$ cat config.mk
export PLATFORM = sky130hd
export DESIGN_NAME = z3_master_cycle_ctrl_flat
export DESIGN_NICKNAME = d
export VERILOG_FILES = /design/src/rtl/z3_master_cycle_ctrl_if.sv /design/src/rtl/z3_master_cycle_ctrl.sv /design/src/flat_wrapper.sv
export SDC_FILE = /design/constraint.sdc
export NUM_CORES = 1
export LEC_CHECK = 0
export ABC_AREA = 0
export ABC_CLOCK_PERIOD_IN_PS = 2130
export CELL_PAD_IN_SITES_DETAIL_PLACEMENT = 2
export CELL_PAD_IN_SITES_GLOBAL_PLACEMENT = 2
export CORE_ASPECT_RATIO = 0.6
export CORE_MARGIN = 2
export CORE_UTILIZATION = 25
export DETAILED_ROUTE_END_ITERATION = 10
export GPL_TIMING_DRIVEN = 0
export PLACE_DENSITY_LB_ADDON = 0.1
export SLEW_MARGIN = 25
export SYNTH_ARGS = -nofsm -noshare
export SYNTH_HDL_FRONTEND = slang
export SYNTH_SLANG_ARGS = --single-unit
$ cat constraint.sdc
create_clock -name CLK -period 2.13 [get_ports CLK]
set_input_delay 0.3195 -clock CLK [delete_from_list [all_inputs] [get_ports CLK]]
set_output_delay 0.3195 -clock CLK [all_outputs]
set_load 0.005 [all_outputs]
$ cat src/rtl/z3_master_cycle_ctrl_if.sv
// Zorro III bus-master cycle interface.
// Groups the NCR-side request, the arbiter grant, the asynchronous Zorro
// termination inputs and the registered bus-control outputs.
//   master : the cycle controller (drives strobes, enables, terminations)
//   slave  : the surrounding logic (arbiter, NCR interface, Zorro bus)
interface z3_master_cycle_ctrl_if;
  logic       bus_granted;
  logic       ncr_req;
  logic       ncr_read;
  logic [1:0] ncr_siz;
  logic [1:0] ncr_a;
  logic       dtack_n_in;
  logic       berr_n_in;
  logic       ADDR_OE;
  logic       FCS_n;
  logic [3:0] DS_n;
  logic       DOE;
  logic       master_read;
  logic       ncr_ack;
  logic       ncr_berr;
  logic       busy;
  logic       timeout_flag;

  modport master (
    input  bus_granted, ncr_req, ncr_read, ncr_siz, ncr_a, dtack_n_in, berr_n_in,
    output ADDR_OE, FCS_n, DS_n, DOE, master_read, ncr_ack, ncr_berr, busy,
           timeout_flag
  );

  modport slave (
    output bus_granted, ncr_req, ncr_read, ncr_siz, ncr_a, dtack_n_in, berr_n_in,
    input  ADDR_OE, FCS_n, DS_n, DOE, master_read, ncr_ack, ncr_berr, busy,
           timeout_flag
  );
endinterface

$ cat src/rtl/z3_master_cycle_ctrl.sv
// Zorro III bus-master data-cycle sequencer for the NCR 53C710.
// Once the bus is granted, runs one cycle: address enable, FCS_n, data
// strobes + DOE, wait for synchronised DTACK/BERR or timeout, then a
// one-cycle ncr_ack / ncr_berr and a recovery phase.
// Ports:
//   CLK  : 25 MHz system clock, rising edge
//   RST  : synchronous active-high reset
//   bus  : z3_master_cycle_ctrl_if.master (request, grant, DTACK_n/BERR_n in;
//          ADDR_OE, FCS_n, DS_n, DOE, master_read, ncr_ack, ncr_berr, busy,
//          timeout_flag out; all outputs registered)
module z3_master_cycle_ctrl #(
  parameter int unsigned TIMEOUT_CYCLES = 255,
  parameter int unsigned ADDR_SETUP     = 1
) (
  input  logic                          CLK,
  input  logic                          RST,
  z3_master_cycle_ctrl_if.master        bus
);

  typedef enum logic [2:0] {
    IDLE, ADDR, STROBE, DATA, WAIT, TERM_OK, TERM_ERR, RECOVER
  } state_t;

  state_t     state;
  logic       dtk_meta_n, dtk_sync_n;
  logic       berr_meta_n, berr_sync_n;
  logic [1:0] setup_cnt;
  logic [7:0] tmo_cnt;
  logic [7:0] tmo_next;
  logic [3:0] lanes_q;
  logic       dtk, berr;

  // Active-low data strobes for the byte offsets A .. min(3, A+bytes-1);
  // DS_n[3] carries offset 0.
  function automatic logic [3:0] lane_decode(input logic [1:0] siz,
                                             input logic [1:0] a);
    logic [3:0] ds;
    logic [2:0] last;
    ds   = '1;
    last = {1'b0, a} + ((siz == 2'b00) ? 3'd3 : ({1'b0, siz} - 3'd1));
    for (int unsigned l = 0; l < 4; l++) begin
      if (l >= 32'(a) && l <= 32'(last)) ds[2'(3 - l)] = 1'b0;
    end
    return ds;
  endfunction

  always_comb begin
    dtk      = ~dtk_sync_n;
    berr     = ~berr_sync_n;
    tmo_next = tmo_cnt + 8'd1;
  end

  // Outputs are assigned together with the state they belong to, so each
  // output changes on the same edge the FSM enters the corresponding state.
  always_ff @(posedge CLK) begin
    if (RST) begin
      state            <= IDLE;
      dtk_meta_n       <= 1'b1;
      dtk_sync_n       <= 1'b1;
      berr_meta_n      <= 1'b1;
      berr_sync_n      <= 1'b1;
      setup_cnt        <= '0;
      tmo_cnt          <= '0;
      lanes_q          <= '1;
      bus.ADDR_OE      <= 1'b0;
      bus.FCS_n        <= 1'b1;
      bus.DS_n         <= '1;
      bus.DOE          <= 1'b0;
      bus.master_read  <= 1'b0;
      bus.ncr_ack      <= 1'b0;
      bus.ncr_berr     <= 1'b0;
      bus.busy         <= 1'b0;
      bus.timeout_flag <= 1'b0;
    end else begin
      dtk_meta_n   <= bus.dtack_n_in;
      dtk_sync_n   <= dtk_meta_n;
      berr_meta_n  <= bus.berr_n_in;
      berr_sync_n  <= berr_meta_n;
      bus.ncr_ack  <= 1'b0;
      bus.ncr_berr <= 1'b0;

      case (state)
        IDLE: begin
          if (bus.ncr_req && bus.bus_granted) begin
            bus.master_read  <= bus.ncr_read;
            lanes_q          <= lane_decode(bus.ncr_siz, bus.ncr_a);
            bus.timeout_flag <= 1'b0;
            setup_cnt        <= 2'(ADDR_SETUP);
            bus.ADDR_OE      <= 1'b1;
            bus.busy         <= 1'b1;
            state            <= ADDR;
          end
        end
        ADDR: begin
          if (!bus.bus_granted) begin
            bus.ADDR_OE <= 1'b0;
            bus.busy    <= 1'b0;
            state       <= IDLE;
          end else begin
            setup_cnt <= setup_cnt - 2'd1;
            if (setup_cnt <= 2'd1) begin
              bus.FCS_n <= 1'b0;
              state     <= STROBE;
            end
          end
        end
        STROBE: begin
          bus.DOE  <= 1'b1;
          bus.DS_n <= lanes_q;
          state    <= DATA;
        end
        DATA: begin
          tmo_cnt <= '0;
          state   <= WAIT;
        end
        WAIT: begin
          tmo_cnt <= tmo_next;
          if (berr) begin
            bus.ncr_berr <= 1'b1;
            bus.DS_n     <= '1;
            bus.DOE      <= 1'b0;
            state        <= TERM_ERR;
          end else if (dtk) begin
            bus.ncr_ack <= 1'b1;
            bus.DS_n    <= '1;
            bus.DOE     <= 1'b0;
            state       <= TERM_OK;
          end else if (tmo_next == 8'(TIMEOUT_CYCLES)) begin
            bus.ncr_berr     <= 1'b1;
            bus.timeout_flag <= 1'b1;
            bus.DS_n         <= '1;
            bus.DOE          <= 1'b0;
            state            <= TERM_ERR;
          end
        end
        TERM_OK, TERM_ERR: begin
          bus.FCS_n <= 1'b1;
          state     <= RECOVER;
        end
        RECOVER: begin
          if (!dtk && !berr) begin
            bus.ADDR_OE <= 1'b0;
            bus.busy    <= 1'b0;
            state       <= IDLE;
          end
        end
        default: state <= IDLE;
      endcase
    end
  end

endmodule

$ cat src/flat_wrapper.sv
// flat-port wrapper written by rule: the top's interface ports become plain ports
module z3_master_cycle_ctrl_flat 
#(
  parameter int unsigned TIMEOUT_CYCLES = 255,
  parameter int unsigned ADDR_SETUP     = 1
)
  (CLK, RST, bus_bus_granted, bus_ncr_req, bus_ncr_read, bus_ncr_siz, bus_ncr_a, bus_dtack_n_in, bus_berr_n_in, bus_ADDR_OE, bus_FCS_n, bus_DS_n, bus_DOE, bus_master_read, bus_ncr_ack, bus_ncr_berr, bus_busy, bus_timeout_flag);
  z3_master_cycle_ctrl_if bus_i ();
  input  logic CLK;
  input  logic RST;
  input wire logic [$bits(bus_i.bus_granted)-1:0] bus_bus_granted;
  input wire logic [$bits(bus_i.ncr_req)-1:0] bus_ncr_req;
  input wire logic [$bits(bus_i.ncr_read)-1:0] bus_ncr_read;
  input wire logic [$bits(bus_i.ncr_siz)-1:0] bus_ncr_siz;
  input wire logic [$bits(bus_i.ncr_a)-1:0] bus_ncr_a;
  input wire logic [$bits(bus_i.dtack_n_in)-1:0] bus_dtack_n_in;
  input wire logic [$bits(bus_i.berr_n_in)-1:0] bus_berr_n_in;
  output wire logic [$bits(bus_i.ADDR_OE)-1:0] bus_ADDR_OE;
  output wire logic [$bits(bus_i.FCS_n)-1:0] bus_FCS_n;
  output wire logic [$bits(bus_i.DS_n)-1:0] bus_DS_n;
  output wire logic [$bits(bus_i.DOE)-1:0] bus_DOE;
  output wire logic [$bits(bus_i.master_read)-1:0] bus_master_read;
  output wire logic [$bits(bus_i.ncr_ack)-1:0] bus_ncr_ack;
  output wire logic [$bits(bus_i.ncr_berr)-1:0] bus_ncr_berr;
  output wire logic [$bits(bus_i.busy)-1:0] bus_busy;
  output wire logic [$bits(bus_i.timeout_flag)-1:0] bus_timeout_flag;
  assign bus_i.bus_granted = bus_bus_granted;
  assign bus_i.ncr_req = bus_ncr_req;
  assign bus_i.ncr_read = bus_ncr_read;
  assign bus_i.ncr_siz = bus_ncr_siz;
  assign bus_i.ncr_a = bus_ncr_a;
  assign bus_i.dtack_n_in = bus_dtack_n_in;
  assign bus_i.berr_n_in = bus_berr_n_in;
  assign bus_ADDR_OE = bus_i.ADDR_OE;
  assign bus_FCS_n = bus_i.FCS_n;
  assign bus_DS_n = bus_i.DS_n;
  assign bus_DOE = bus_i.DOE;
  assign bus_master_read = bus_i.master_read;
  assign bus_ncr_ack = bus_i.ncr_ack;
  assign bus_ncr_berr = bus_i.ncr_berr;
  assign bus_busy = bus_i.busy;
  assign bus_timeout_flag = bus_i.timeout_flag;
  z3_master_cycle_ctrl #(.TIMEOUT_CYCLES(TIMEOUT_CYCLES), .ADDR_SETUP(ADDR_SETUP)) u_core (.CLK(CLK), .RST(RST), .bus(bus_i));
endmodule
==> metrics.cfg <==
[setup_path]
cp.required_ps=2300
cp-end-kind=flip-flop
start_kind=input port
path_class=in -> reg
cp_slowest_cell=fa_1
path_max_fanout=3
crit_path_max_incr_delay_ps=540
crit_family=adder cells
cp.arrival_ps=2190
critPathBufInv=3
path_cells=clkdlybuf4s50_1 > inv_1 > ha_1 > inv_1 > fa_1 > nor2_1 > a21oi_2 > nor2_1 > a211o_1
r2r_setup_slack_ps=140

[layout]
utilization_pct=33.1
seq_area_sq_um=641
antenna_cells=0
fillers=758
drive_above_1_share_pct=11.4
fin_area_sq_mm=0.00220
area_delta_synth_final_pct=28.8
multiInputGateArea_sq_um=980
layout.nets=253

[global_route]
grt_remaining_overflow=0
grt_max_degree=11
grt_use_total_pct=16.7
grt_pass1_vias=1736
grt_first_pass_wirelength_mm=9.69
antenna_found_initial=0

[synth]
synth_cell_types=50
yosys.area.top_type=dfxtp_1
synth_edf_count=0
avgSynthCellArea_sq_um=8.22
netlist_top_cells_count=dfxtp_1 (32), nor2_1 (26), nand2_1 (18)
postSynthCellCount=208
synth_area_sq_mm=0.00171
yosys_warnings=0
synth_area_leaders=dfxtp_1 (37%), nor2_1 (5.7%), nand2_1 (4.0%), ha_1 (3.7%), a21oi_1 (3.2%)
ys_ff_latch=32
ys_seq_area_share_pct=37.5
yosysMostFrequentCell=dfxtp_1
synth_top_cell_area_share_pct=37.5
synth_ff_type=dfxtp_1
syn-num-nets=225
synth-async-reset-ratio_pct=0

[placement]
gp_congestion=0.749
placed_area_sq_mm=0.00203
io_buffers=21
dp_slack_ps=-256
place_hpwl_mm=4.18

[sta]
maxSlewViolCount=0
setup_viol=0
min_period_ps=2030
tightest_slew_ps=598
setup_tns_ps=0
rsz0062_at_grt=false
period_share_pct=95.1
setup_ws_ps=104
fmax_mhz=494
finalClockSkew_ps=4.47
max_slew_margin_pct=59.1
final_hold_viol_count=0

[die]
die_w_um=111
io_pins=23
start_util_pct=25.7
design.core.area_sq_mm=0.00665
rows=23
die_h_um=68.0
dieArea_sq_mm=0.00754

[routing]
antenna_left=0
wl_per_cell_um=17.7
dr.first_iter.drc_count=44
vias_per_cell=5.19
num_vias=1680
firstDrtPassIters=4
route.detailed.drc=0
wirelength_mm=5.75

[clocking]
h-tree-depth=2
cts_buffer_depth=2
clk_pin_slew_ps=50
clock_sinks=32
numCtsBuffers=5
cts_tree=done
insertion_delay_ps=270
cts-root-buf=clkbuf_16

[pwr]
p_sw_mw=0.570
p_per_area_mw_per_mm2=883
peakVddDrop_v=0.000439
p_clk_share_pct=41.7
combPwrFrac_pct=23.4
internal_power_mw=1.37
power_frac_seq_pct=34.9
power.leakage_nw=0.834
sw_frac_of_total_pct=29.3

[flow_run]
maxCapViolations=0

[min_path]
hold_class=reg -> reg

[run_status]
status=completed

-- logic make-up after synthesis --
kind of cell / Yosys count / synth area share, %
AND/OR/NAND/NOR: 88 / 27.0
AO/OA/AOI/OAI: 56 / 23.4
flip-flops: 32 / 37.5
buffers and inverters: 23 / 5.71
adder cells (fa/ha/maj): 6 / 4.83
XOR/XNOR: 2 / 1.03
multiplexers: 1 / 0.586
-- final cells by class --
type                    count  share of cell area [%]
multi-input cells         153                    44.5
flip-flops and latches     32                    29.1
repair buffers             21                    9.55
clock buffers               6                    5.86
well taps                  87                    4.95
plain buffers              15                    3.07
clock inverters             2                    1.59
inverters                   8                    1.36
-- what timing repair did --
item / CTS / global route
endpoints found under the hold margin: 0 / 0
hold buffers: 0 / 0
setup buffers: 0 / 0
setup endpoints to repair: 0 / 3
gates resized for setup: 0 / 2
-- power by group through the flow --
stage	clock, mW	sequential (mW)	combinational [mW]
3_5_place_dp	0	0.690	0.450
2_1_floorplan	0	0.681	0.291
3_3_place_gp	0	0.689	0.447
4_1_cts	0.832	0.678	0.457
5_1_grt	0.865	0.684	0.509
6_report	0.811	0.678	0.454
-- layout by cell type, fill, tap and decap left out, types with 3 or more instances in the layout --
master	count
nor2_1	26
a2bb2oi_1	5
inv_1	8
o22ai_1	5
nand2_1	18
a21oi_1	10
buf_2	6
nand2b_1	4
nor3_1	7
clkbuf_16	5
ha_1	5
a211oi_1	4
nand4_1	3
nand3b_1	3
clkdlybuf4s50_1	21
a211o_1	3
or2_2	6
a31oi_1	5
dfxtp_1	32
nand3_1	5
clkbuf_1	8
o21ai_0	5
-- path summary, 6_finish.rpt --
| path | start | to | cells after the start |
|---|---|---|---|
| setup reg to reg | u_core.tmo_cnt[0] | u_core.bus.DOE | 6 |
| setup / recovery | bus_ncr_siz[0] | u_core.lanes_q[1] | 9 |
| hold reg to reg | u_core.dtk_meta_n | u_core.dtk_sync_n | 1 |
| hold / removal | u_core.dtk_meta_n | u_core.dtk_sync_n | 1 |
-- routing by layer --
layer  track usage (%)  part of all wire [%]  vias to the layer above
met2              23.5                    38                       20
met5                 0                     0                        -
met4              3.28                  0.61                        0
met3              3.99                   2.7                        2
met1              25.4                    59                      848
li1                  -                     -                      810
-- state kept, by name, indices dropped and copies added (netlist names) --
signal	count
u_core.berr_meta_n	1
u_core.berr_sync_n	1
u_core.bus.DOE	1
u_core.bus.DS_n	4
u_core.bus.FCS_n	1
u_core.bus.busy	1
u_core.bus.master_read	1
u_core.bus.ncr_ack	1
u_core.bus.ncr_berr	1
u_core.bus.timeout_flag	1
u_core.dtk_meta_n	1
u_core.dtk_sync_n	1
u_core.lanes_q	4
u_core.setup_cnt	2
u_core.state	3
u_core.tmo_cnt	8
-- per-stage QoR --
| step | std cells | hold slack, ps | total power, mW |
|---|---|---|---|
| 2_1_floorplan | 208 | 389 | 0.972 |
| 3_3_place_gp | 316 | 393 | 1.14 |
| 3_5_place_dp | 316 | 404 | 1.14 |
| 4_1_cts | 324 | 417 | 1.97 |
| 5_1_grt | 324 | 435 | 2.06 |
| 6_report | 324 | 412 | 1.94 |
(Power assumes the default switching activity.)
